$ cat src/rtl/alu_pkg.sv
// Shared encodings for the ALU control slice: FSM states, opcode/mux-select
// order and the settle-counter width.
package alu_pkg;

  typedef enum logic [1:0] {
    ST_IDLE = 2'd0,
    ST_EXEC = 2'd1,
    ST_DONE = 2'd2
  } state_t;

  localparam logic [1:0] OP_D0 = 2'b00;
  localparam logic [1:0] OP_D1 = 2'b01;
  localparam logic [1:0] OP_D2 = 2'b10;
  localparam logic [1:0] OP_D3 = 2'b11;

  localparam int SETTLE_W = 4;

endpackage

$ cat src/rtl/alu_op_sequencer.sv
// Issues one command to the ALU result mux, waits SETTLE cycles, captures the
// mux output with zero/negative flags and hands it back; supports chaining.
module alu_op_sequencer
  import alu_pkg::*;
#(
  parameter int W      = 8,
  parameter int SETTLE = 1
) (
  input  logic         clk,
  input  logic         rst_n,
  input  logic         cmd_valid,
  output logic         cmd_ready,
  input  logic [1:0]   cmd_op,
  input  logic         cmd_acc,
  input  logic [W-1:0] cmd_a,
  input  logic [W-1:0] cmd_b,
  output logic [W-1:0] alu_a,
  output logic [W-1:0] alu_b,
  output logic [1:0]   mux_sel,
  input  logic [W-1:0] mux_y,
  output logic         res_valid,
  input  logic         res_ready,
  output logic [W-1:0] res_data,
  output logic         res_zero,
  output logic         res_neg,
  output logic         busy
);

  localparam logic [SETTLE_W-1:0] SETTLE_LOAD = SETTLE_W'(SETTLE - 1);

  state_t              state_r;
  logic [SETTLE_W-1:0] cnt_r;
  logic [W-1:0]        acc_r;

  // Handshake and status are pure state decodes so they never loop back
  // through the upstream/downstream valid signals.
  assign cmd_ready = (state_r == ST_IDLE);
  assign res_valid = (state_r == ST_DONE);
  assign busy      = (state_r != ST_IDLE);

  // Command sequencing FSM: operand launch, settle count, result capture.
  always_ff @(posedge clk or negedge rst_n) begin
    if (!rst_n) begin
      state_r  <= ST_IDLE;
      cnt_r    <= '0;
      acc_r    <= '0;
      alu_a    <= '0;
      alu_b    <= '0;
      mux_sel  <= 2'b00;
      res_data <= '0;
      res_zero <= 1'b0;
      res_neg  <= 1'b0;
    end else begin
      case (state_r)
        ST_IDLE: begin
          if (cmd_valid) begin
            alu_a   <= cmd_acc ? acc_r : cmd_a;
            alu_b   <= cmd_b;
            mux_sel <= cmd_op;
            cnt_r   <= SETTLE_LOAD;
            state_r <= ST_EXEC;
          end
        end
        ST_EXEC: begin
          if (cnt_r != {SETTLE_W{1'b0}}) begin
            cnt_r <= cnt_r - {{(SETTLE_W-1){1'b0}}, 1'b1};
          end else begin
            res_data <= mux_y;
            acc_r    <= mux_y;
            res_zero <= (mux_y == {W{1'b0}});
            res_neg  <= mux_y[W-1];
            state_r  <= ST_DONE;
          end
        end
        ST_DONE: begin
          if (res_ready) begin
            state_r <= ST_IDLE;
          end
        end
        default: begin
          state_r <= ST_IDLE;
        end
      endcase
    end
  end

endmodule

$ cat config.mk
export PLATFORM = sky130hd
export DESIGN_NAME = alu_op_sequencer
export DESIGN_NICKNAME = d
export VERILOG_FILES = /design/src/rtl/alu_pkg.sv /design/src/rtl/alu_op_sequencer.sv
export SDC_FILE = /design/constraint.sdc
export NUM_CORES = 1
export LEC_CHECK = 0
export BUFFER_PORTS_ARGS = -buffer_cell sky130_fd_sc_hd__buf_2
export CORE_MARGIN = 1
export CORE_UTILIZATION = 35
export CTS_BUF_LIST = sky130_fd_sc_hd__clkbuf_8
export CTS_CLUSTER_SIZE = 10
export DETAILED_ROUTE_END_ITERATION = 8
export SYNTH_ARGS = -nofsm -noshare
export SYNTH_HDL_FRONTEND = slang
export SYNTH_SLANG_ARGS = --single-unit
$ cat constraint.sdc
create_clock -name clk -period 1.5 [get_ports clk]
set_input_delay 0.45 -clock clk [delete_from_list [all_inputs] [get_ports clk]]
set_output_delay 0.45 -clock clk [all_outputs]
set_load 0.05 [all_outputs]
==> flow_metrics.env <==
export IMPL_outcome="finished, violations left"
export IMPL_failed_checks="setup timing"
export IMPL_portBuffers=61
export IMPL_synthCells=117
export IMPL_synth_simple_area_share_pct=11.6
export IMPL_critical_path_arrival_ps=1180
export IMPL_yosysUniqueCellTypes=28
export IMPL_tightest_slew_ps=348
export IMPL_coreArea_mm2=0.00406
export IMPL_synth_edf_count=0
export IMPL_synth_area_mm2=0.00151
export IMPL_ys_top_cells_by_count="dfrtp_1, mux2_2, a21oi_1, mux2i_1"
export IMPL_synth_top_family_by_area="multiplexers"
export IMPL_antennaDiodeCount=0
export IMPL_max_cap_viol_count=0
export IMPL_synth_compound_area_share_pct=5.30
export IMPL_hold_path_class="input pin to asynchronous set/reset pin"
export IMPL_die_area_mm2=0.00458
export IMPL_antenna_found_initial=0
export IMPL_clk_pin_slew_ps=70
export IMPL_crit_path_top_delay_cell="dfrtp_2"
export IMPL_synth_mux_area_share_pct=22.1
export IMPL_rsz0062_at_grt="true"
export IMPL_io_pin_count=62
export IMPL_cts_buffers=5
export IMPL_ant_nets=0
export IMPL_grt_max_degree=27
export IMPL_fin_crit_sh_pct=109
export IMPL_fin_util_pct=56.2
export IMPL_first_global_vias=1149
export IMPL_layout_setup_ws_ps=-132
export IMPL_drive_above_1_share_pct=62.8
export IMPL_floorplan_die_width_um=67.7
export IMPL_grt_overflow=0
export IMPL_path_class="flip-flop to output pin"
export IMPL_die_h_um=67.7
export IMPL_place_inst=233
export IMPL_async_flop_share_pct=100
export IMPL_synthFlopType="dfrtp_1"
export IMPL_maxSlewHeadroom_pct=76.8
export IMPL_crit_fanout=3
export IMPL_finalSetupTns_ps=-1170
export IMPL_cp_slowest_stage_delay_ps=430
export IMPL_wirelength_um=3630
export IMPL_htree_levels=2
export IMPL_synth_top_area_cell="dfrtp_1"
export IMPL_synth_xor_area_share_pct=0
export IMPL_clkLatencyLatePin_ps=280
export IMPL_cp_start_kind="flip-flop"
export IMPL_place_gp_congestion=0.822
export IMPL_end_kind="output pin"
export IMPL_syn_avg_cell_area_um2=12.9
export IMPL_drt_iter0_markers=47
export IMPL_synth_fa_ha_area_share_pct=1.66
export IMPL_hpwl_um=2620
export IMPL_yosys_warnings=0
export IMPL_clock_skew_ps=4.11
export IMPL_path_cells="or2_4 -> clkinvlp_4 -> buf_8"
export IMPL_fill_cells=340
export IMPL_cts_hold_buf=0
export IMPL_area_delta_synth_final_pct=51.0
export IMPL_fin_cells=249
export IMPL_post_route_drc_count=0
export IMPL_yosysMostFrequentCell="dfrtp_1"
export IMPL_fmax_ghz=0.613
export IMPL_viasPerCell=4.77
export IMPL_ys_seq_area_share_pct=54.7
export IMPL_via_count=1187
export IMPL_cts_root_buf="clkbuf_8"
export IMPL_nets=231
export IMPL_cts_tree="yes"
export IMPL_clock_sinks=33
export IMPL_setup_viol=13
export IMPL_finalCriticalPeriod_ps=1630
export IMPL_worstPathRequired_ps=1050
export IMPL_row_count=23
export IMPL_grt_usage_pct=16.9
export IMPL_hold_violations=0
export IMPL_wl_per_cell_um=14.6
export IMPL_syn_nets=150
export IMPL_grt_pass1_wl_um=5510
export IMPL_finalMaxSlewViolations=0
export IMPL_cts_buffer_depth=2
export IMPL_start_util_pct=37.2
export IMPL_drtPass1Iterations=4
export IMPL_synth_area_leaders="dfrtp_1, mux2_4, mux2_2"
export IMPL_synth_top_area_share_pct=54.7
export IMPL_ys_ff_latch=33
export IMPL_post_place_ws_ps=-110
metrics by stage:
stage               instance area, um^2  hold WS, ps
floorplan                          1520          154
global placement                   1960          366
detailed placement                 1960          372
CTS                                2170         67.8
global route                       2280         89.6
finish                             2280         66.4
routing by layer:
layer	track usage, %	up-vias	routed length (um)
li1	-	573	-
met1	18.8	570	1450
met2	29.0	38	1910
met3	6.08	6	220
met4	7.18	0	53
met5	0	-	0
logic make-up after synthesis:
family,after synthesis
simple gates,28
buf+inv,12
fa+ha+maj,2
flops,33
compound gates,14
mux,28
layout by cell type (no fill, tap or decap), drive strengths merged:
| cell | netlist | routed |
|---|---|---|
| nand2b | 1 | 1 |
| mux2 | 19 | 19 |
| nor2b | 1 | 1 |
| o41ai | 1 | 1 |
| clkinvlp | 0 | 1 |
| nand2 | 4 | 4 |
| o21bai | 1 | 1 |
| a22o | 1 | 1 |
| nand3 | 4 | 4 |
| nor3b | 2 | 2 |
| clkbuf | 0 | 6 |
| nor3 | 2 | 2 |
| dfrtp | 33 | 33 |
| bufinv | 0 | 2 |
| mux2i | 9 | 9 |
| ha | 2 | 2 |
| nor2 | 8 | 8 |
| inv | 5 | 4 |
| clkinv | 0 | 1 |
| a21oi | 9 | 9 |
| nor4 | 2 | 2 |
| or2 | 1 | 1 |
| buf | 7 | 80 |
| o21ai | 2 | 2 |
| or4b | 2 | 2 |
| nand3b | 1 | 1 |
worst max-delay path, delay by kind of cell (launching register included):
kind                   cells  cell delay (ps)
buffers and inverters      2              210
flip-flops                 1              430
AND/OR/NAND/NOR            1              260
final timing paths:
path	depth (start not counted)	endpoint	from	slack (ps)
max	3	cmd_ready	state_r[0]$_DFFE_PN0P_	-130
min	1	cnt_r[2]$_DFFE_PN0P_	rst_n	70
max reg2reg	6	res_data[6]$_DFFE_PN0P_	cnt_r[0]$_DFFE_PN0P_	-120
min reg2reg	1	alu_b[1]$_DFFE_PN0P_	alu_b[1]$_DFFE_PN0P_	500
max in group asynchronous	2	alu_a[2]$_DFFE_PN0P_	rst_n	1020
min in group clk	2	state_r[1]$_DFFE_PN0P_	res_ready	350
cell type report:
cell class | count | area, um^2 | area share [%]
inverters | 5 | 22.5 | 0.988
flip-flops and latches | 33 | 827 | 36.3
repair buffers | 81 | 544 | 23.9
multi-input cells | 72 | 689 | 30.2
well taps | 50 | 62.6 | 2.74
clock buffers | 5 | 68.8 | 3.02
clock inverters | 3 | 65.1 | 2.85
registers in the layout, summed over array words and instances (netlist names):
| name | count |
|---|---|
| alu_a | 8 |
| alu_b | 8 |
| mux_sel | 2 |
| state_r | 2 |
| res_zero | 1 |
| res_data | 8 |
| cnt_r | 4 |
what timing repair did:
action | 4_1_cts | 5_1_grt
pin swaps | 2 | 3
gates resized for setup | 15 | 12
cloned | 0 | 1
setup endpoints to repair | 13 | 17
buffers inserted | 3 | 4
Power is left out: the tool's default activity adds up to more than one toggle a clock period on the data nets, which glitch-free logic cannot reach.
